$ cat config.mk
export PLATFORM = sky130hd
export DESIGN_NAME = cond_unit
export DESIGN_NICKNAME = d
export VERILOG_FILES = /design/src/rtl/cpu_pkg.sv /design/src/rtl/cond_check.sv /design/src/rtl/cond_unit.sv
export SDC_FILE = /design/constraint.sdc
export NUM_CORES = 1
export LEC_CHECK = 0
export CAP_MARGIN = 20
export CELL_PAD_IN_SITES_DETAIL_PLACEMENT = 0
export CELL_PAD_IN_SITES_GLOBAL_PLACEMENT = 1
export CORE_MARGIN = 1
export CORE_UTILIZATION = 29
export DETAILED_ROUTE_END_ITERATION = 7
export PLACE_DENSITY = 0.78
export SYNTH_ARGS = -nofsm -noshare
export SYNTH_HDL_FRONTEND = slang
export SYNTH_SLANG_ARGS = --single-unit
export TNS_END_PERCENT = 20
$ cat constraint.sdc
create_clock -name clk -period 2.4 [get_ports clk]
set_clock_uncertainty 0.15 [all_clocks]
set_input_delay 0.24 -clock clk [delete_from_list [all_inputs] [get_ports clk]]
set_output_delay 0.24 -clock clk [all_outputs]
set_load 0.02 [all_outputs]
$ cat src/rtl/cpu_pkg.sv
// Shared CPU constants: ARM condition-field encodings and NZCV flag bit positions.
package cpu_pkg;

  localparam logic [3:0] COND_EQ = 4'b0000;
  localparam logic [3:0] COND_NE = 4'b0001;
  localparam logic [3:0] COND_CS = 4'b0010;
  localparam logic [3:0] COND_CC = 4'b0011;
  localparam logic [3:0] COND_MI = 4'b0100;
  localparam logic [3:0] COND_PL = 4'b0101;
  localparam logic [3:0] COND_VS = 4'b0110;
  localparam logic [3:0] COND_VC = 4'b0111;
  localparam logic [3:0] COND_HI = 4'b1000;
  localparam logic [3:0] COND_LS = 4'b1001;
  localparam logic [3:0] COND_GE = 4'b1010;
  localparam logic [3:0] COND_LT = 4'b1011;
  localparam logic [3:0] COND_GT = 4'b1100;
  localparam logic [3:0] COND_LE = 4'b1101;
  localparam logic [3:0] COND_AL = 4'b1110;
  localparam logic [3:0] COND_NV = 4'b1111;

  // Same ordering as the ALU flag vector {N,Z,C,V}
  localparam int FLAG_N = 3;
  localparam int FLAG_Z = 2;
  localparam int FLAG_C = 1;
  localparam int FLAG_V = 0;

endpackage

$ cat src/rtl/cond_check.sv
// Combinational ARM condition evaluator: (Cond, NZCV) -> pass.
module cond_check
  import cpu_pkg::*;
(
  input  logic [3:0] Cond,
  input  logic [3:0] Flags,
  output logic       pass
);

  logic n_flag;
  logic z_flag;
  logic c_flag;
  logic v_flag;
  logic ge;

  assign n_flag = Flags[FLAG_N];
  assign z_flag = Flags[FLAG_Z];
  assign c_flag = Flags[FLAG_C];
  assign v_flag = Flags[FLAG_V];
  assign ge     = (n_flag == v_flag);

  always_comb begin
    pass = 1'b0;
    unique case (Cond)
      COND_EQ: pass = z_flag;
      COND_NE: pass = ~z_flag;
      COND_CS: pass = c_flag;
      COND_CC: pass = ~c_flag;
      COND_MI: pass = n_flag;
      COND_PL: pass = ~n_flag;
      COND_VS: pass = v_flag;
      COND_VC: pass = ~v_flag;
      COND_HI: pass = c_flag & ~z_flag;
      COND_LS: pass = ~c_flag | z_flag;
      COND_GE: pass = ge;
      COND_LT: pass = ~ge;
      COND_GT: pass = ~z_flag & ge;
      COND_LE: pass = z_flag | ~ge;
      COND_AL: pass = 1'b1;
      COND_NV: pass = 1'b0;
    endcase
  end

endmodule

$ cat src/rtl/cond_unit.sv
// Conditional-execution stage: NZCV flag register, write-strobe gating and a
// saturating count of squashed instructions.
module cond_unit
  import cpu_pkg::*;
#(
  parameter int CNT_W = 16
) (
  input  logic             clk,
  input  logic             reset_n,
  input  logic [3:0]       Cond,
  input  logic [3:0]       ALUFlags,
  input  logic [1:0]       FlagW,
  input  logic             PCS,
  input  logic             RegW,
  input  logic             MemW,
  input  logic             NoWrite,
  input  logic             Stall,
  input  logic             CntClr,
  output logic             PCSrc,
  output logic             RegWrite,
  output logic             MemWrite,
  output logic             CondEx,
  output logic [3:0]       Flags,
  output logic [CNT_W-1:0] SquashCnt
);

  logic [1:0]       nz_q, nz_d;
  logic [1:0]       cv_q, cv_d;
  logic [CNT_W-1:0] cnt_q, cnt_d;
  logic             cond_pass;
  logic             squash;

  assign Flags = {nz_q, cv_q};

  // Evaluated against registered flags only, so a flag-setting instruction
  // sees the pre-update state.
  cond_check u_cond_check (
    .Cond  (Cond),
    .Flags (Flags),
    .pass  (cond_pass)
  );

  assign CondEx   = cond_pass & ~Stall;
  assign PCSrc    = PCS & CondEx;
  assign RegWrite = RegW & CondEx & ~NoWrite;
  assign MemWrite = MemW & CondEx;
  assign squash   = ~Stall & ~cond_pass;

  always_comb begin
    nz_d = nz_q;
    cv_d = cv_q;
    if (CondEx && FlagW[1]) nz_d = ALUFlags[FLAG_N:FLAG_Z];
    if (CondEx && FlagW[0]) cv_d = ALUFlags[FLAG_C:FLAG_V];
  end

  // Clear has priority over increment; count sticks at all-ones.
  always_comb begin
    cnt_d = cnt_q;
    if (CntClr)
      cnt_d = '0;
    else if (squash && (cnt_q != {CNT_W{1'b1}}))
      cnt_d = cnt_q + {{(CNT_W-1){1'b0}}, 1'b1};
  end

  always_ff @(posedge clk) begin
    if (!reset_n) begin
      nz_q  <= 2'b00;
      cv_q  <= 2'b00;
      cnt_q <= '0;
    end else begin
      nz_q  <= nz_d;
      cv_q  <= cv_d;
      cnt_q <= cnt_d;
    end
  end

  assign SquashCnt = cnt_q;

endmodule
Word-level counts from Yosys, hierarchy flattened. Index checks and enable logic that the tools add are counted.

Register bits: 20. Output and inout port bits: 24.

Add/sub/neg operators: 1. Equal/unequal tests: 17. Mux-type cells: 1. Bitwise gates (word level): 19. Reductions and logical operators: 5.

Operators by type and width (number): 4-bit equality test, second input constant (8); 16-bit by 1-bit adder with 16-bit output, second input constant (1); 4-bit by 3-bit equality test with 1-bit output, second input constant (4); 16-bit inequality test, second input constant (1); 1-bit case mux with 16 select lines (1); 1-bit inverter (9); 1-bit AND (8); 4-bit by 2-bit equality test with 1-bit output, second input constant (2); 4-bit by 1-bit equality test with 1-bit output, second input constant (1); 4-bit logical NOT (1); 1-bit logical AND (3); 1-bit OR (2); 2-bit OR reduction (1); 1-bit equality test (1).

Logic depth before layout (Yosys ltp).
Depth in word-level cells: 7. Gate-level depth with buffers: 8.

Cells and area by module. From an unflattened synthesis, not the netlist that was laid out.

Cells, all modules: 140. Area, all modules: 1233.7 um^2.

By module, submodules not included: cond_unit (instances 1, cells an instance 117, area each 1078.5 um^2, sequential area each 400.4 um^2); cond_check (instances 1, cells an instance 23, area each 155.1 um^2, sequential area each 0.0 um^2).

Least setup slack after synthesis. OpenSTA, ideal clock, no wires.

Path type: reg2out. From: register cv_q[1]. To: output RegWrite. Arrival time: 2.100 ns. Required time: 2.010 ns. Slack: -0.090 ns. Cell stages (with the launch flop): 6. Buffers on the path: 0. Cells stage by stage: dfxtp_1 > xnor2_1 > a2111oi_0 > o21ai_0 > a21oi_2 > and3b_1.

Word-level cells in the longest chain between the ends: 6. Elaborated cells between the ends (all ways): 7. Classes of those cells: mux (1); bitwise (6).

Ends and longest elaborated chain: from (decl) (RTL line cond_unit.sv:28) `logic [1:0] cv_q, cv_d;`; from (signal assigned) (RTL line cond_unit.sv:72) `cv_q <= cv_d;`; 1-bit inverter (RTL line cond_check.sv:28, cond_check.sv:34); 1-bit OR (RTL line cond_check.sv:34) `COND_LS: pass = ~c_flag | z_flag;`; 1-bit case mux with 16 select lines (*) (RTL line cond_check.sv:24) `unique case (Cond)`; 1-bit AND (*) (RTL line cond_unit.sv:43) `assign CondEx = cond_pass & ~Stall;`; via CondEx (RTL line cond_unit.sv:22) `output logic CondEx,`; 1-bit AND (*) (2 in series) (RTL line cond_unit.sv:45) `assign RegWrite = RegW & CondEx & ~NoWrite;`; to (decl) (RTL line cond_unit.sv:20) `output logic RegWrite,`.

Mark *: on every way through the listed nets, which the timed path passes. The rest lies on a longest branch.

Worst setup path in the final report.
From: input Cond[0]. To: register cnt_q[0] (netlist: SquashCnt[0]).

Word-level cells in the longest chain between the ends: 5. Elaborated cells between the ends (all ways): 20. Classes of those cells: eq/ne (15); mux (1); bitwise (2); reduce/logical (2).

Ends and longest elaborated chain: from (decl) (RTL line cond_unit.sv:10) `input logic [3:0] Cond,`; 4-bit equality test (tied with other cells) (RTL line cond_check.sv:24); 1-bit case mux with 16 select lines (*) (RTL line cond_check.sv:24); 1-bit inverter (*) (RTL line cond_unit.sv:47) `assign squash = ~Stall & ~cond_pass;`; 1-bit AND (*) (RTL line cond_unit.sv:47); 1-bit logical AND (*) (RTL line cond_unit.sv:61) `else if (squash && (cnt_q != {CNT_W{1'b1}}))`; to (signal assigned) (RTL line cond_unit.sv:73) `cnt_q <= cnt_d;`; to (decl) (RTL line cond_unit.sv:29) `logic [CNT_W-1:0] cnt_q, cnt_d;`.

Mark *: on every way between the ends. The rest lies on a longest branch, timed or not. A chain may end at the register's enable or synchronous reset.

==> results.md <==
* Status: finished clean
* Wirelength per Cell at 13.6 um
* Hold WC Path Type: reg -> reg
* Share of the yosys chip area belonging to registers at approximately a third
* Final core utilization at 48.5%
* Synth Area in Adders at under 10%
* Max_slew headroom at about two thirds
* Final period util at 97.3%
* Commonest cells post-synth: nand2_1 (24), dfxtp_1 (20), nor2_1 (14)
* CTS tree: yes
* Final setup vio count at 0
* Area share of and/or/nand/nor cells after synthesis at roughly a third
* Critical path, cell by cell: dlygate4sd2_1 -> buf_4 -> or4_1 -> or3_4 -> or2_4 -> o21ai_4 -> buf_12 -> buf_4 -> xnor2_1 -> nor2_1
* Row cnt at 23
* Die width at approximately 67 um
* Kind of end point of the critical path: flip-flop
* Yosys top cell by area: dfxtp_1
* Iter 0 DRT Violations at 62
* FF-to-FF End: SquashCnt[0]
* Vias/cell at between 5 and 6
* CP max-delay cell: or4_1
* Tot Pwr at 0.742 mW
* GPL Wtd Cong at 0.791
* Post-synth top area share at between 30 and 40%
* Mux share of post-synthesis cell area at between 10% and 20%
* Initial antenna violation count at 0
* Die area at about 0.0044 mm2
* Synth Net Count at approximately 170
* CP max FO at 8
* Layout Cells excl Fill at 260
* CTS buffer count at 3
* Largest stage delay on the critical path at a little under 0.5 ns
* First-pass GRT wire length at between 6000 and 7000 um
* Tmin final at between 2 and 2.5 ns
* Nets at 231
* Distinct cells, synth at 37
* Hold path endpoint: SquashCnt[10]
* Final wirelength at approximately 3500 um
* Synth async-reset ratio at 0%
* Sink Count at 20
* Most used cell, CP: buf_4
* DP HPWL at approximately 2700 um
* WP data required at between 2 and 2.5 ns
* Share of cells above drive strength 1 at 24.3%
* DRC Markers at 0
* Vias at 1319
* VDD IR max at 0.000340 V
* Core area at about 0.004 mm2
* Post-synth top flop: dfxtp_1
* Vias in the first global route at roughly 1400
* Worst R2R Setup Slack at about 0.065 ns
* Main combinational cell family by area after synthesis: simple AND/OR/NAND/NOR gates
* Mapped Cells at approximately 150
* Post-Synth XOR/XNOR Area at 3.63%
* RSZ-0062 raised after global routing: true
* Synth top area cells: dfxtp_1 (33%), mux2i_1 (9.1%), nand2_1 (7.5%), nor2_1 (4.4%), a31o_2 (3.6%)
* Root Driver: clkbuf_8
* Avg Cell Area, Syn at around 8.2 um2
* Max cap viols at 0
* Worst Hold Path Cells at 2
* Final Worst Setup Slack at 0.0653 ns
* Postcts setup bufs at 0
* Worst setup SP type: input pin
* Worst path arrival time at around 2.3 ns
* Most frequent cell after synthesis: nand2_1
* Final Max Slew Viols at 0
* HP Start: SquashCnt[10]
* Worst slack at placement at -0.611 ns
* Max Buffers Root-to-Sink at 2
* Final Hold Vio Count at 0
* Reg clk slew, reported paths at ~0.070 ns
* Number of flops mapped to enable cells by yosys at 0
* Antenna diode count at 0
* Port bufs at between 40 and 50
* Number of synthesis warnings at 0
* Clock latency on the worst-skew pair at 0.26 ns
* Post-Syn Area at approximately 0.0012 mm2
* Dpl cells at about 260
* Synth Area in Compound Gates at 17.3%
* Largest net degree at the start of global routing at 15
* DRT antenna net count at 0
* DRT Pass-1 Iters at 4
* Area growth syn-to-layout at 60.7%
* Crit path kind: in -> reg
* Max Clock Freq at roughly 430 MHz
* Actual slew at the worst max-slew pin at approximately 0.53 ns
* Leakage at 0.792 nW
* R2R depth at 8
* Grt ovf at 0
* Cell Pwr Density at ~380 mW/mm2
* H-tree level count at 1
* Final Cell Area at around 0.0019 mm2
* Global-route usage over all layers at about 18%
* Dpl cell area at around 0.0018 mm2
* FF+latch count, synth at 20
* Starting density of the core at a little under a third
* Die Span Y at about 67 um
* Io pins at 42
* Worst r2r src: nz_q[0]
* Hold_buf cts at 0
==> report_power, final <==
group          total, mW  internal, mW  switching, mW  leakage [nW]
Sequential         0.341         0.336        0.00505         0.161
Clock              0.221         0.112          0.109        0.0216
Combinational      0.181         0.102         0.0787         0.609
Total              0.742         0.549          0.193         0.792
==> registers in the layout, indices dropped and copies added (netlist names) <==
| signal | cells |
|---|---|
| cv_q | 2 |
| nz_q | 2 |
| SquashCnt | 16 |
==> per-layer routing <==
metal / share of wire, % / vias to the layer above / track usage, %
met5: 0 / - / 0
met4: 0.65 / 0 / 5.32
met3: 2.9 / 3 / 2.23
met2: 50 / 22 / 32.7
met1: 46 / 624 / 20.9
li1: - / 670 / -
==> worst max-delay path: cells and delay by family <==
kind            cells  cell delay, ns
buf+inv             4            0.71
compound gates      1            0.10
xor+xnor            1            0.12
simple gates        4            1.15
==> cell usage in the layout, fill, tap and decap left out, types with 3 or more instances in the layout <==
master,n
clkdlybuf4s50_1,33
nand2_1,24
dfxtp_1,20
buf_4,20
nor2_1,14
mux2i_1,10
nand4_1,7
nand2b_1,5
xnor2_1,5
a21oi_1,5
a31o_2,5
nand3_1,4
dlygate4sd2_1,4
or4_1,3
and2_1,3
clkbuf_8,3
buf_2,3
==> cell families after synthesis <==
logic type	after synthesis
compound gates	27
xor+xnor	5
fa+ha+maj	1
buf+inv	5
flops	20
mux	12
simple gates	77
==> per-stage QoR <==
step | hold slack [ns] | setup TNS, ns
2_1_floorplan | 0.229 | 0
3_3_place_gp | 0.325 | -7.54
3_5_place_dp | 0.339 | -9.09
4_1_cts | 0.352 | 0
5_1_grt | 0.396 | -0.0183
6_report | 0.349 | 0
==> worst max-delay path by stage <==
stage | from | end | slack [ns]
after floorplan | cv_q[1] | RegWrite | 0.01
after global placement | Cond[1] | RegWrite | -0.52
after detailed placement | Cond[0] | RegWrite | -0.61
after CTS | Cond[0] | SquashCnt[13] | 0.05
after global routing | cv_q[1] | SquashCnt[0] | -0.01
final | Cond[0] | SquashCnt[0] | 0.07
==> final cells by class <==
type	count	area [um2]
clock buffers	3	41.3
repair buffers	64	601
flip-flops and latches	20	400
multi-input cells	122	832
fillers	389	2060
well taps	50	62.6
inverters	1	3.75
==> repair_timing <==
action,in CTS,in global routing
setup endpoints to repair,19,7
cloned,1,0
gates resized for setup,31,4
endpoints found under the hold margin,0,0
pin swaps,3,1
Power figures use the tool's default switching activity.
==> variant (config.mk and constraints unchanged) <==
Change the parameter `CNT_W` from 16 to 32.
--- a/src/rtl/cond_unit.sv
+++ b/src/rtl/cond_unit.sv
@@ -3,7 +3,7 @@
 module cond_unit
   import cpu_pkg::*;
 #(
-  parameter int CNT_W = 16
+  parameter int CNT_W = 32
 ) (
   input  logic             clk,
   input  logic             reset_n,
Interface: changed (resized SquashCnt); port bits go from 42 to 58. The function was not compared with the original's and may differ.
==> variant against the original RTL <==
- the run now ends with negative setup slack left
- wire length is 100% higher
- utilization is 1.1 points higher
- synthesized area is 80% higher
- sequential share of layout area is 0.37 points lower
- global-route usage is 0.91 points higher
- sequential cell count is 16 higher
- worst setup slack worse by 0.11 ns
- die area is 78% higher
- first-iteration DRC count is 110% higher
- fmax is 4.6% lower
- final area is 86% higher
- synthesized cell count is 76% higher
- total power is 110% higher
- critical path type is now reg -> reg
- highest routed layer unchanged
==> variant: results (changes against the original RTL) <==
Timing
The final count of negative-setup-slack endpoints was 2 (was 0). The setup slack after layout is -0.0481 ns (was 0.0653 ns). The worst max-slew margin expressed relative to the limit is 72.1% (was 64.7%).

Worst hold path
The type of the worst min-delay path is in -> reg (was reg -> reg). The hold-critical path depth is 3 (was 2). The launch instance of the worst min-delay path is ALUFlags[1] (was SquashCnt[10]).

Route
The first-pass iteration count of the detailed router is 4 (unchanged). The routed wire length came to 7170 um (was 3530 um). The mean routed wirelength per cell is 15.6 um (was 13.6 um). The number of DRC violations after detailed-routing iteration 0 was 128 (was 62). The per-cell via count in the routed design is 5.33 (was 5.07).

Pwr
The worst vdd rail ir drop is 211 uV (was 340 uV). The leakage power came to 1.24 nW (was 0.792 nW).

Finish
The count of fill cells added during filler insertion is 717 (was 389). The flip-flop count of the largest register, all copies and words added is 32 (was 16). The total number of nets in the final design is 380 (was 231).

The share of final-layout standard cells stronger than drive strength 1 is 29.8% (was 24.3%). The total inserted antenna cells is 0 (unchanged).

Clock network
The number of buffers on the longest clock path was 2 (unchanged). The level count of the clock H-tree is 2 (was 1). The total CTS buffers is 5 (was 3). The clock transition time at the flip-flop clock pins of the worst setup and hold paths is 0.08 ns. The root buffer selected by CTS is clkbuf_8 (unchanged). The clock latency on the worst-skew pair is 0.30 ns (was 0.26 ns).

Critical path
The beginning of the worst register-to-register path is nz_q[0] (unchanged). The number of cell instances on the worst register-to-register path is 10 (was 8). The maximum net fanout on the critical path was 6 (was 8).

The largest single stage delay on the critical path is 0.50 ns. The cell with the largest stage delay on the worst path is or4_4 (was or4_1). The endpoint arrival time on the critical path was 2.54 ns (was 2.32 ns). The largest delay contributor family on the critical path is compound AO/OA/AOI/OAI gates (was simple AND/OR/NAND/NOR gates). The critical path startpoint category was a flip-flop (was input port).

Synth
The share of async-settable or async-resettable flops after synthesis is 0% (unchanged). The sequential share of the synthesized area is 33.1% (was 33.2%). The post-synthesis cell count is 259 (was 147).

Commonest cells in the netlist: 36 x dfxtp_1, 26 x nand2_1, 23 x a21oi_1, 23 x or4_1, 19 x o31ai_1 (was 24 x nand2_1, 20 x dfxtp_1, 14 x nor2_1). The net count of the mapped netlist came to 278 (was 166). The predominant post-synthesis flop cell is dfxtp_1 (unchanged). The number of distinct library cells after synthesis is 46 (was 37). Cells taking the most area after synthesis: dfxtp_1 33%, or4_1 7.9%, o31ai_1 6.5% (was dfxtp_1 33%, mux2i_1 9.1%, nand2_1 7.5%). The count of synthesis-stage warnings from yosys is 0 (unchanged).

Place
The post-placement setup slack came to -0.628 ns (was -0.611 ns). The final estimated routing congestion in global placement is 0.822 (was 0.791). The count of buffers inserted at the top-level ports was 57 (was 41). The sum of net half-perimeters after detailed placement is 4620 um (was 2680 um). The number of cells after detailed placement is 441 (was 256).

Global route
The number of antenna violations at the first check in global routing is 0 (unchanged). The total track usage came to 18.6% (was 17.6%). The maximum number of pins on one net before global-route repair is 40 (was 15).

The wire length of the first global-routing pass is 11300 um (was 6040 um). The number of global-route vias before repair came to 2287 (was 1356).

Run status
Run status: finished, violations left (was completed). The final reports fail on negative setup slack.
variant: cell count changes in the layout (fill, tap and decap cells not counted), sizes merged, moves of 5 or more:
cell and delta:
mux2i -5, dfxtp +16, and2 +5, nand3 +9, or4 +19, a21oi +18, a31o -5, o211ai +5
and3 +8, o21ai +5, buf +32, clkdlybuf4s50 +16, nor2 -10, o31ai +18
variant: worst paths after layout:
| path | end | slack, ns |
|---|---|---|
| setup / recovery | SquashCnt[15] | -0.05 |
| hold / removal | cv_q[1] | 0.33 |
| setup reg to reg | SquashCnt[15] | -0.05 |
| hold reg to reg | SquashCnt[16] | 0.34 |
variant: metal layers:
layer  wire length [um]  share of wire, %  track usage (%)  up-vias
li1                   -                 -                -     1225
met1               3190                44             24.0     1175
met2               3570                50             31.2       49
met3                291               4.1             3.45        9
met4                121               1.7             5.87        0
met5                  0                 0                0        -
variant: cells by family (layout without fill, tap and decap cells):
group,after synthesis,after routing,share of synthesized area [%]
compound gates,74,74,23.9
simple gates,119,119,32.2
flops,36,36,33.1
mux,6,6,2.76
buf+inv,20,123,6.32
xor+xnor,3,3,1.21
fa+ha+maj,1,1,0.574
variant: area by class of cell:
class	count	area, um^2	share of cell area, %
multi-input cells	203	1530	42.5
inverters	3	11.3	0.313
repair buffers	112	1080	30.0
flip-flops and latches	36	729	20.3
clock buffers	7	96.3	2.68
clock inverters	1	30.0	0.834
well taps	99	124	3.44
variant: tightest hold or removal path, cell delays in order:
cell and delay, ns:
clkdlybuf4s50_1 0.39, nand2_1 0.05, mux2i_1 0.05
variant: report_power, final:
part | switching [mW] | internal (mW) | leakage, nW
Sequential | 0.00576 | 0.601 | 0.293
Combinational | 0.142 | 0.170 | 0.881
Clock | 0.237 | 0.367 | 0.0645
variant: through the flow:
step	utilization (%)	TNS, ns	cell area, um^2	power [mW]
2_1_floorplan	-	0	2180	0.740
3_3_place_gp	43.0	-16.01	3120	0.833
3_5_place_dp	43.0	-20.21	3120	0.838
4_1_cts	48.4	-0.451	3510	1.53
5_1_grt	49.6	-0.634	3600	1.58
6_report	49.6	-0.0676	3600	1.52
variant: timing repair:
| item | CTS | global route |
|---|---|---|
| resized for setup | 54 | 28 |
| setup buffers | 8 | 3 |
| setup endpoints to repair | 35 | 35 |
| pin swaps | 44 | 12 |
| gates cloned | 3 | 0 |
